<file path="src/rtl/fifo_rd_pkg.sv">
// Shared types for the dual-clock FIFO read-side burst consumer.
package fifo_rd_pkg;

  typedef enum logic [1:0] {
    ST_IDLE  = 2'd0,
    ST_BURST = 2'd1,
    ST_FLUSH = 2'd2
  } rd_state_e;

  localparam int SKID_DEPTH = 2;
  localparam int SKID_DW    = 8;

  typedef struct packed {
    logic [SKID_DW-1:0] data;
    logic               last;
  } skid_entry_t;

  // A new read may issue only if the word it returns is guaranteed a slot.
  function automatic logic credit_ok(input logic [1:0] occ, input logic inflight, input logic pop);
    logic [2:0] pending;
    pending = {1'b0, occ} + {2'b00, inflight} - {2'b00, pop};
    return (pending < 3'd2);
  endfunction

endpackage

</file>
<file path="src/rtl/fifo_rd_skid.sv">
// Two-entry {data, last} skid buffer absorbing the FIFO's one-cycle read latency.
// The data width must match fifo_rd_pkg::SKID_DW.
module fifo_rd_skid
  import fifo_rd_pkg::*;
#(
  parameter int DSIZE = SKID_DW
) (
  input  logic             clk,
  input  logic             rst,
  input  logic             push,
  input  logic [DSIZE-1:0] push_data,
  input  logic             push_last,
  input  logic             pop,
  output logic [DSIZE-1:0] head_data,
  output logic             head_last,
  output logic             valid,
  output logic [1:0]       occ
);

  localparam logic [1:0] OCC_FULL = 2'(SKID_DEPTH);

  skid_entry_t mem_r [SKID_DEPTH];
  logic        wr_ptr_r;
  logic        rd_ptr_r;
  logic [1:0]  occ_r;
  logic        push_s;
  logic        pop_s;
  skid_entry_t head_s;

  // Qualify push/pop against the current occupancy and select the head entry.
  always_comb begin
    pop_s  = pop && (occ_r != 2'd0);
    push_s = push && ((occ_r != OCC_FULL) || pop_s);
    head_s = mem_r[rd_ptr_r];
  end

  // Storage, pointers and occupancy.
  always_ff @(posedge clk or posedge rst) begin
    if (rst) begin
      for (int i = 0; i < SKID_DEPTH; i++) begin
        mem_r[i] <= {(SKID_DW + 1){1'b0}};
      end
      wr_ptr_r <= 1'b0;
      rd_ptr_r <= 1'b0;
      occ_r    <= 2'd0;
    end else begin
      if (push_s) begin
        mem_r[wr_ptr_r] <= {push_data, push_last};
        wr_ptr_r        <= ~wr_ptr_r;
      end
      if (pop_s) begin
        rd_ptr_r <= ~rd_ptr_r;
      end
      case ({push_s, pop_s})
        2'b10:   occ_r <= occ_r + 2'd1;
        2'b01:   occ_r <= occ_r - 2'd1;
        default: occ_r <= occ_r;
      endcase
    end
  end

  assign head_data = head_s.data;
  assign head_last = head_s.last;
  assign valid     = (occ_r != 2'd0);
  assign occ       = occ_r;

endmodule

</file>
<file path="src/rtl/fifo_rd_burst.sv">
// Read-side burst consumer: drains the FIFO in BURST_LEN-word bursts onto a valid/ready stream.
// Optional FIFO_RD_BURST_TIMEOUT_EN drains a partial fill after TIMEOUT idle cycles.
module fifo_rd_burst
  import fifo_rd_pkg::*;
#(
  parameter int DSIZE     = SKID_DW,
  parameter int ASIZE     = 5,
  parameter int BURST_LEN = 8
`ifdef FIFO_RD_BURST_TIMEOUT_EN
  ,
  parameter int TIMEOUT   = 16
`endif
) (
  input  logic             rclk,
  input  logic             rst,
  output logic             r_en,
  input  logic             r_ok,
  input  logic [DSIZE-1:0] rdata,
  input  logic             r_empty,
  input  logic [ASIZE-1:0] ruse,
  output logic [DSIZE-1:0] m_data,
  output logic             m_valid,
  output logic             m_last,
  input  logic             m_ready,
  output logic             busy,
  output logic [15:0]      burst_cnt
);

  localparam logic [ASIZE-1:0] BURST_LEN_W = ASIZE'(BURST_LEN);
  localparam logic [ASIZE-1:0] ISSUE_ONE   = ASIZE'(1);
  localparam logic [ASIZE-1:0] ISSUE_ZERO  = {ASIZE{1'b0}};

  rd_state_e        state_r;
  rd_state_e        state_nxt_s;
  logic [ASIZE-1:0] issue_cnt_r;
  logic [ASIZE-1:0] issue_cnt_nxt_s;
  logic             inflight_r;
  logic             inflight_last_r;
  logic [15:0]      burst_cnt_r;
  logic             burst_done_s;
  logic             r_en_s;
  logic             push_s;
  logic             pop_s;
  logic             start_part_s;
  logic [1:0]       occ_s;
  logic             skid_valid_s;
  logic [DSIZE-1:0] head_data_s;
  logic             head_last_s;

  assign pop_s  = skid_valid_s && m_ready;
  assign push_s = r_ok && inflight_r;
  assign r_en_s = (state_r == ST_BURST) && !r_empty && (issue_cnt_r != ISSUE_ZERO) &&
                  credit_ok(occ_s, inflight_r, pop_s);

`ifdef FIFO_RD_BURST_TIMEOUT_EN
  localparam logic [15:0] TIMEOUT_LAST = 16'(TIMEOUT - 1);

  logic [15:0] idle_cnt_r;
  logic        partial_s;

  assign partial_s    = (state_r == ST_IDLE) && (ruse != ISSUE_ZERO) && (ruse < BURST_LEN_W);
  assign start_part_s = partial_s && (idle_cnt_r == TIMEOUT_LAST);

  // Idle counter: runs only while a partial fill sits in the FIFO.
  always_ff @(posedge rclk or posedge rst) begin
    if (rst) begin
      idle_cnt_r <= 16'd0;
    end else if (partial_s && !start_part_s) begin
      idle_cnt_r <= idle_cnt_r + 16'd1;
    end else begin
      idle_cnt_r <= 16'd0;
    end
  end
`else
  assign start_part_s = 1'b0;
`endif

  // Next-state and issue-counter logic.
  always_comb begin
    state_nxt_s     = state_r;
    issue_cnt_nxt_s = issue_cnt_r;
    burst_done_s    = 1'b0;
    case (state_r)
      ST_IDLE: begin
        if (ruse >= BURST_LEN_W) begin
          state_nxt_s     = ST_BURST;
          issue_cnt_nxt_s = BURST_LEN_W;
        end else if (start_part_s) begin
          state_nxt_s     = ST_BURST;
          issue_cnt_nxt_s = ruse;
        end else begin
          state_nxt_s     = ST_IDLE;
        end
      end
      ST_BURST: begin
        if (r_en_s) begin
          issue_cnt_nxt_s = issue_cnt_r - ISSUE_ONE;
          state_nxt_s     = (issue_cnt_r == ISSUE_ONE) ? ST_FLUSH : ST_BURST;
        end else if (issue_cnt_r == ISSUE_ZERO) begin
          state_nxt_s     = ST_FLUSH;
        end else begin
          state_nxt_s     = ST_BURST;
        end
      end
      ST_FLUSH: begin
        if (!inflight_r) begin
          state_nxt_s  = ST_IDLE;
          burst_done_s = 1'b1;
        end else begin
          state_nxt_s  = ST_FLUSH;
        end
      end
      default: begin
        state_nxt_s     = ST_IDLE;
        issue_cnt_nxt_s = ISSUE_ZERO;
      end
    endcase
  end

  // State, in-flight tracking and burst counter.
  always_ff @(posedge rclk or posedge rst) begin
    if (rst) begin
      state_r         <= ST_IDLE;
      issue_cnt_r     <= ISSUE_ZERO;
      inflight_r      <= 1'b0;
      inflight_last_r <= 1'b0;
      burst_cnt_r     <= 16'd0;
    end else begin
      state_r         <= state_nxt_s;
      issue_cnt_r     <= issue_cnt_nxt_s;
      inflight_r      <= r_en_s;
      inflight_last_r <= r_en_s && (issue_cnt_r == ISSUE_ONE);
      if (burst_done_s) begin
        burst_cnt_r <= burst_cnt_r + 16'd1;
      end else begin
        burst_cnt_r <= burst_cnt_r;
      end
    end
  end

  fifo_rd_skid #(
    .DSIZE (DSIZE)
  ) u_skid (
    .clk       (rclk),
    .rst       (rst),
    .push      (push_s),
    .push_data (rdata),
    .push_last (inflight_last_r),
    .pop       (pop_s),
    .head_data (head_data_s),
    .head_last (head_last_s),
    .valid     (skid_valid_s),
    .occ       (occ_s)
  );

  assign r_en      = r_en_s;
  assign m_valid   = skid_valid_s;
  assign m_data    = head_data_s;
  assign m_last    = head_last_s && skid_valid_s;
  assign busy      = (state_r != ST_IDLE);
  assign burst_cnt = burst_cnt_r;

endmodule

</file>
<file path="config.mk">
export PLATFORM = sky130hd
export DESIGN_NAME = fifo_rd_burst
export DESIGN_NICKNAME = d
export VERILOG_FILES = /design/src/rtl/fifo_rd_pkg.sv /design/src/rtl/fifo_rd_skid.sv /design/src/rtl/fifo_rd_burst.sv
export SDC_FILE = /design/constraint.sdc
export NUM_CORES = 1
export LEC_CHECK = 0
export BUFFER_PORTS_ARGS = -buffer_cell sky130_fd_sc_hd__buf_4
export CORE_UTILIZATION = 54
export DETAILED_ROUTE_END_ITERATION = 16
export PLACE_DENSITY = 0.79
export SLEW_MARGIN = 25
export SYNTH_ARGS = -nofsm -noshare
export SYNTH_HDL_FRONTEND = slang
export SYNTH_SLANG_ARGS = --single-unit
</file>
<file path="constraint.sdc">
create_clock -name rclk -period 3.6 [get_ports rclk]
set_input_delay 0.36 -clock rclk [delete_from_list [all_inputs] [get_ports rclk]]
set_output_delay 0.36 -clock rclk [all_outputs]
set_load 0.005 [all_outputs]
</file>
## After elaboration in Yosys (flattened, before gate mapping)

Cells that the tools add are included.

- Flip-flop bits (word level): 47
- Output and inout port bits: 28
- Logic and storage cells: 73

- Add/sub/neg operators: 6
- Order comparisons: 5
- Equality and inequality tests: 8
- Multiplexer cells: 18
- Bitwise operators: 5
- Reductions and logical operators: 19

Operator list:

| kind | number |
|---|---|
| two-way mux 9 bit | 4 |
| bitwise mux 18 bit | 1 |
| adder 16 x 1 -> 16 bit, second input constant | 1 |
| case mux 5 bit (3 select lines) | 1 |
| logical AND 1 bit | 10 |
| two-way mux 5 bit | 2 |
| demux 9 bit (select 1 bit) | 1 |
| two-way mux 2 bit | 4 |
| != test 2 bit, second input constant | 3 |
| case mux 2 bit (3 select lines) | 1 |
| nonzero test 2 bit | 3 |
| == test 5 x 1 -> 1 bit, second input constant | 1 |
| >= comparator 5 x 4 -> 1 bit, second input constant | 1 |
| logical NOT 5 bit | 1 |
| nonzero test 5 bit | 1 |
| subtractor 5 x 1 -> 5 bit, second input constant | 1 |
| == test 2 x 1 -> 1 bit, second input constant | 2 |
| == test 2 bit, second input constant | 2 |
| >= comparator 2 bit, second input constant | 2 |
| NOT 1 -> 2 bit | 2 |
| case mux 2 bit (2 select lines) | 1 |
| adder 2 x 1 -> 3 bit | 1 |
| < comparator 3 x 2 -> 1 bit, second input constant | 1 |
| two-way mux 1 bit | 3 |
| 9 further kinds | 11 |

## Logic depth before layout (Yosys ltp)

- Depth after elaboration: 7
- Depth in mapped cells: 10
- Depth with buffers taken out: 10

## Cells and area by module

Synthesis repeated with hierarchy kept, for this count alone.

- Cell total of the unflattened synthesis: 190
- Area total of the unflattened synthesis: 2344.7 µm²

Modules (own cells, without submodules):

| module | times used | cells each | area an instance (µm²) | seq. area each (µm²) |
|---|---|---|---|---|
| fifo_rd_burst | 1 | 124 | 1322.5 | 625.6 |
| fifo_rd_skid | 1 | 66 | 1022.2 | 550.5 |

## Least setup slack after synthesis

Ideal clock, no wire load.

- Path type: reg-to-reg
- Start point: register u_skid.occ_r[1] (netlist: u_skid.occ[1])
- End point: register issue_cnt_r[2]
- Arrival time: 2550 ps
- Data required time: 3531 ps
- Setup slack: 982 ps
- Cell stages (with the launch flop): 11
- Path buffers: 0
- Cells stage by stage: dfrtp_1 inv_1 nand2_1 and2_1 ha_1 nand2b_1 fa_1 and4bb_2 o211ai_2 or3b_1 nand3_1

- Cells in the longest elaborated chain, start to end: 7

RTL lines:

| what | RTL line | text |
|---|---|---|
| start: declaration | fifo_rd_skid.sv:25 | `logic [1:0] occ_r;` |
| start signal: assignment | fifo_rd_skid.sv:55 | `2'b10: occ_r <= occ_r + 2'd1;` |
| start signal: assignment | fifo_rd_skid.sv:56 | `2'b01: occ_r <= occ_r - 2'd1;` |
| start signal: assignment | fifo_rd_skid.sv:57 | `default: occ_r <= occ_r;` |
| nonzero test 2 bit | fifo_rd_skid.sv:64 | `assign valid = (occ_r != 2'd0);` |
| via m_valid | fifo_rd_burst.sv:22 | `output logic m_valid,` |
| logical AND 1 bit | fifo_rd_burst.sv:50 | `assign pop_s = skid_valid_s && m_ready;` |
| subtractor 3 x 1 -> 3 bit | fifo_rd_pkg.sv:21 | `pending = {1'b0, occ} + {2'b00, inflight} - {2'b00, pop};` |
| < comparator 3 x 2 -> 1 bit | fifo_rd_pkg.sv:22 | `return (pending < 3'd2);` |
| logical AND 1 bit | fifo_rd_burst.sv:52 | `assign r_en_s = (state_r == ST_BURST) && !r_empty && (issue_cnt_r != ISSUE_ZERO) &&` |
| != test 2 bit (no line) | -- |  |
| AND reduction 3 bit (no line) | -- |  |
| end signal: assignment | fifo_rd_burst.sv:130 | `issue_cnt_r <= issue_cnt_nxt_s;` |
| end: declaration | fifo_rd_burst.sv:35 | `logic [ASIZE-1:0] issue_cnt_r;` |

The timed path passes the listed nets, and every way through them passes these cells.
A chain may end at the register's enable or synchronous reset.

## Worst setup path after layout

- Start point: register u_skid.occ_r[1] (netlist: u_skid.occ[1])
- End point: output r_en

- Cells in the longest elaborated chain, start to end: 5

RTL lines:

| what | RTL line | text |
|---|---|---|
| branches (longest 2 deep; another with adder 2 x 1 -> 3 bit) | -- |  |
| subtractor 3 x 1 -> 3 bit * | fifo_rd_pkg.sv:21 |  |
| < comparator 3 x 2 -> 1 bit * | fifo_rd_pkg.sv:22 |  |
| logical AND 1 bit * | fifo_rd_burst.sv:52 |  |
| end: declaration | fifo_rd_burst.sv:16 | `output logic r_en,` |

Mark *: on every way between the ends.

==> impl_metrics.yaml <==
status:
  status: "complete, no violations"
detailed_routing:
  drc: 0
  drtIter0Drc: 135
  num_vias: 1522
  firstDrtPassIters: 4
  drt_wl_total_um: 3980
  avgRoutedWirePerCell_um: 14.3
  drtAntennaViolNets: 0
  vias_per_cell: 5.47
global_route:
  gr-total-overflow: 0
  grt_usage: 0.203
  grt_pass1_wl_um: 6520
  antenna_found_initial: 0
  grt_pass1_vias: 1426
  grt_max_degree: 48
setup_path:
  end_kind: "primary output"
  startpoint: "u_skid.occ[1]$_DFFE_PP0P_"
  critPathSlowestCell: "dfrtp_1"
  cp.required_ps: 3240
  reg2reg_slack_ps: 830
  crit_path_frequent_cell: "inv_1"
  worstSetupPathType: "reg2out"
  worstPathMaxFanout: 6
  cp-start-kind: "flip-flop"
  path_cells: "inv_1 -> nand2_1 -> and2_1 -> ha_1 -> nand2b_1 -> fa_1 -> xnor2_1 -> o211ai_2 -> inv_1 -> buf_4"
  timing.rr.start: "u_skid.occ[1]$_DFFE_PP0P_"
  cp_top_family: "adder cells"
  arrival_ps: 2740
  path_buf_inv: 3
  critPathMaxStageDelay_ps: 420
floorplanning:
  die_y_um: 66.5
  ioPinCount: 46
  die_area_mm2: 0.00442
  rows: 23
  initial_core_util: 0.561
  core_mm2: 0.00400
  die_w_um: 66.5
synthesis:
  ys_seq_elements: 47
  synth.distinct_cells: 37
  seq_area_frac_synth: 0.524
  synth_top_family_by_area: "multiplexers"
  synth-simple-area-share: 0.131
  netlist_area_mm2: 0.00225
  synthAdderAreaFrac: 0.0423
  syn_avg_cell_area_um2: 12.5
  syn_nets: 205
  synth_ff_type: "dfrtp_1"
  netlist_instances: 180
  synth_top_cells_by_count: "47 x dfrtp_1, 27 x mux2_2, 16 x xnor2_1, 11 x inv_1, 10 x nand2_1"
  yosysTopAreaCell: "dfrtp_1"
  synthXorXnorAreaFrac: 0.0819
  yosys_warnings: 0
  synth_compound_area_frac: 0.0579
  synthTopCellsByArea: "dfrtp_1 52%, mux2_2 14%, xnor2_1 6.2%"
  yosysMostFrequentCell: "dfrtp_1"
  synth.area.mux_share: 0.140
  synth_top_area_share: 0.524
  synthArstFlopShare: 1.00
  synth_edf_count: 0
timing:
  fin_tns_setup_ps: 0
  worst_slew_margin_rel: 0.471
  period_share: 0.862
  period_needed_ps: 3100
  tightest_slew_ps: 793
  finClkSkew_ps: 2.63
  hold_viol: 0
  rsz0062_at_grt: "no"
  setup-violations-final: 0
  clock.fmax_mhz: 322
  drv_slew: 0
clocking:
  cts_tree: "yes"
  numCtsBuffers: 5
  cts_resized: 0
  path_clk_slew_ps: 80
  h-tree-depth: 2
  clk_latency_ps: 290
  ctsHoldBuffers: 0
  clock_sinks: 47
  postCtsSetupBuffers: 0
  clockRootBuffer: "clkbuf_8"
  clock_path_buffers: 2
place:
  io_buffer_count: 42
  gp_congestion: 0.931
  post-dp-hpwl_um: 2840
  post_dp_cell_area_mm2: 0.00261
final_layout:
  finalNetCount: 252
  area_growth_pct: 20.8
  register_area_mm2: 0.00118
  fillers: 308
  multi_input_area_mm2: 0.00102
  num_antenna_cells: 0
  finalInstanceArea_mm2: 0.00271
  drive_gt1_frac: 0.373
power_and_ir_drop:
  p_sw_uw: 649
  seqPwrFrac: 0.441
  power.leakage_uw: 0.00133
  power.internal_uw: 1260
  combPwrFrac: 0.380
  pwr-share-clk: 0.179
  max-vdd-ir-drop_mv: 0.487
  p_sw_frac: 0.340
  p_per_area_mw_per_mm2: 704
job:
  cap_violations: 0
worst_hold_path:
  worstHoldPathType: "in2async"
worst paths after layout:
kind / cells after the start / end
min in group rclk: 2 / u_skid.mem_r[15]$_DFFE_PP0P_
max in group asynchronous: 2 / u_skid.mem_r[8]$_DFFE_PP0P_
min: 2 / burst_cnt[6]$_DFFE_PP0P_
max: 10 / r_en
max reg2reg: 10 / issue_cnt_r[2]$_DFFE_PP0P_
min reg2reg: 1 / burst_cnt[15]$_DFFE_PP0P_
per-layer routing:
metal,share of wire,GRT usage,vias up,wire length (µm)
met5,0,0,-,0
met2,0.47,0.314,45,1880
met4,0.011,0.0691,0,44
met1,0.46,0.269,740,1850
li1,-,-,732,-
met3,0.052,0.0668,5,208
cell type report:
| class | instances | area share |
|---|---|---|
| Tap cell | 50 | 0.0231 |
| Inverter | 11 | 0.0157 |
| Multi-Input combinational cell | 120 | 0.375 |
| Sequential cell | 47 | 0.433 |
| Clock buffer | 8 | 0.0369 |
| Timing Repair Buffer | 42 | 0.116 |
logic make-up (layout without fill, tap and decap cells):
logic type	Yosys count	count (layout)
DFF	47	47
adders and majority gates	7	7
buffers and inverters	13	61
xor gates and xnor gates	21	21
muxes	28	28
AOI/OAI and AO/OA	16	16
and+or+nand+nor	48	48
layout by cell type, fill, tap and decap left out, drive strengths merged, types with 2 or more instances in the layout:
cell type and instances:
mux2 27, xor2 5, o21ai 3, dfrtp 47, a21oi 2, xnor2 16
nand4 4, nor2 5, ha 6, buf 42, a31oi 3, nand2 10
nor3 3, nor3b 2, nand2b 2, nand3 6, and2 2, inv 10
and3 6, clkbuf 8, and4 4
worst register-to-register path: cells and delay by family (launching register included):
kind            cells  cell delay, ps
compound gates      1             220
xor+xnor            1             310
fa+ha+maj           2             660
buf+inv             1             170
flops               1             420
simple gates        5             940
power by group through the flow:
stage	clock network [µW]	registers (µW)	logic, µW
after floorplan	0	793	529
after global placement	0	846	712
after detailed placement	0	851	731
after CTS	351	841	733
after global routing	373	867	813
final	343	843	726
state kept, by name (all words and copies together), names as in the netlist:
signal,flops
u_skid.mem_r,18
burst_cnt,16
issue_cnt_r,5
state_r,2
u_skid.occ,2
inflight_last_r,1
inflight_r,1
u_skid.rd_ptr_r,1
u_skid.wr_ptr_r,1
stage by stage:
| step | power (µW) | setup slack (ps) | utilization | hold slack, ps | std cells |
|---|---|---|---|---|---|
| 3_3_place_gp | 1560 | 839 | 0.653 | 463 | 270 |
| 5_1_grt | 2050 | 285 | 0.678 | 247 | 278 |
| 6_report | 1910 | 497 | 0.678 | 180 | 278 |
| 4_1_cts | 1930 | 482 | 0.678 | 294 | 278 |
| 3_5_place_dp | 1580 | 823 | 0.653 | 467 | 270 |
| 2_1_floorplan | 1320 | 982 | - | 468 | 180 |
(Power assumes the default switching activity.)
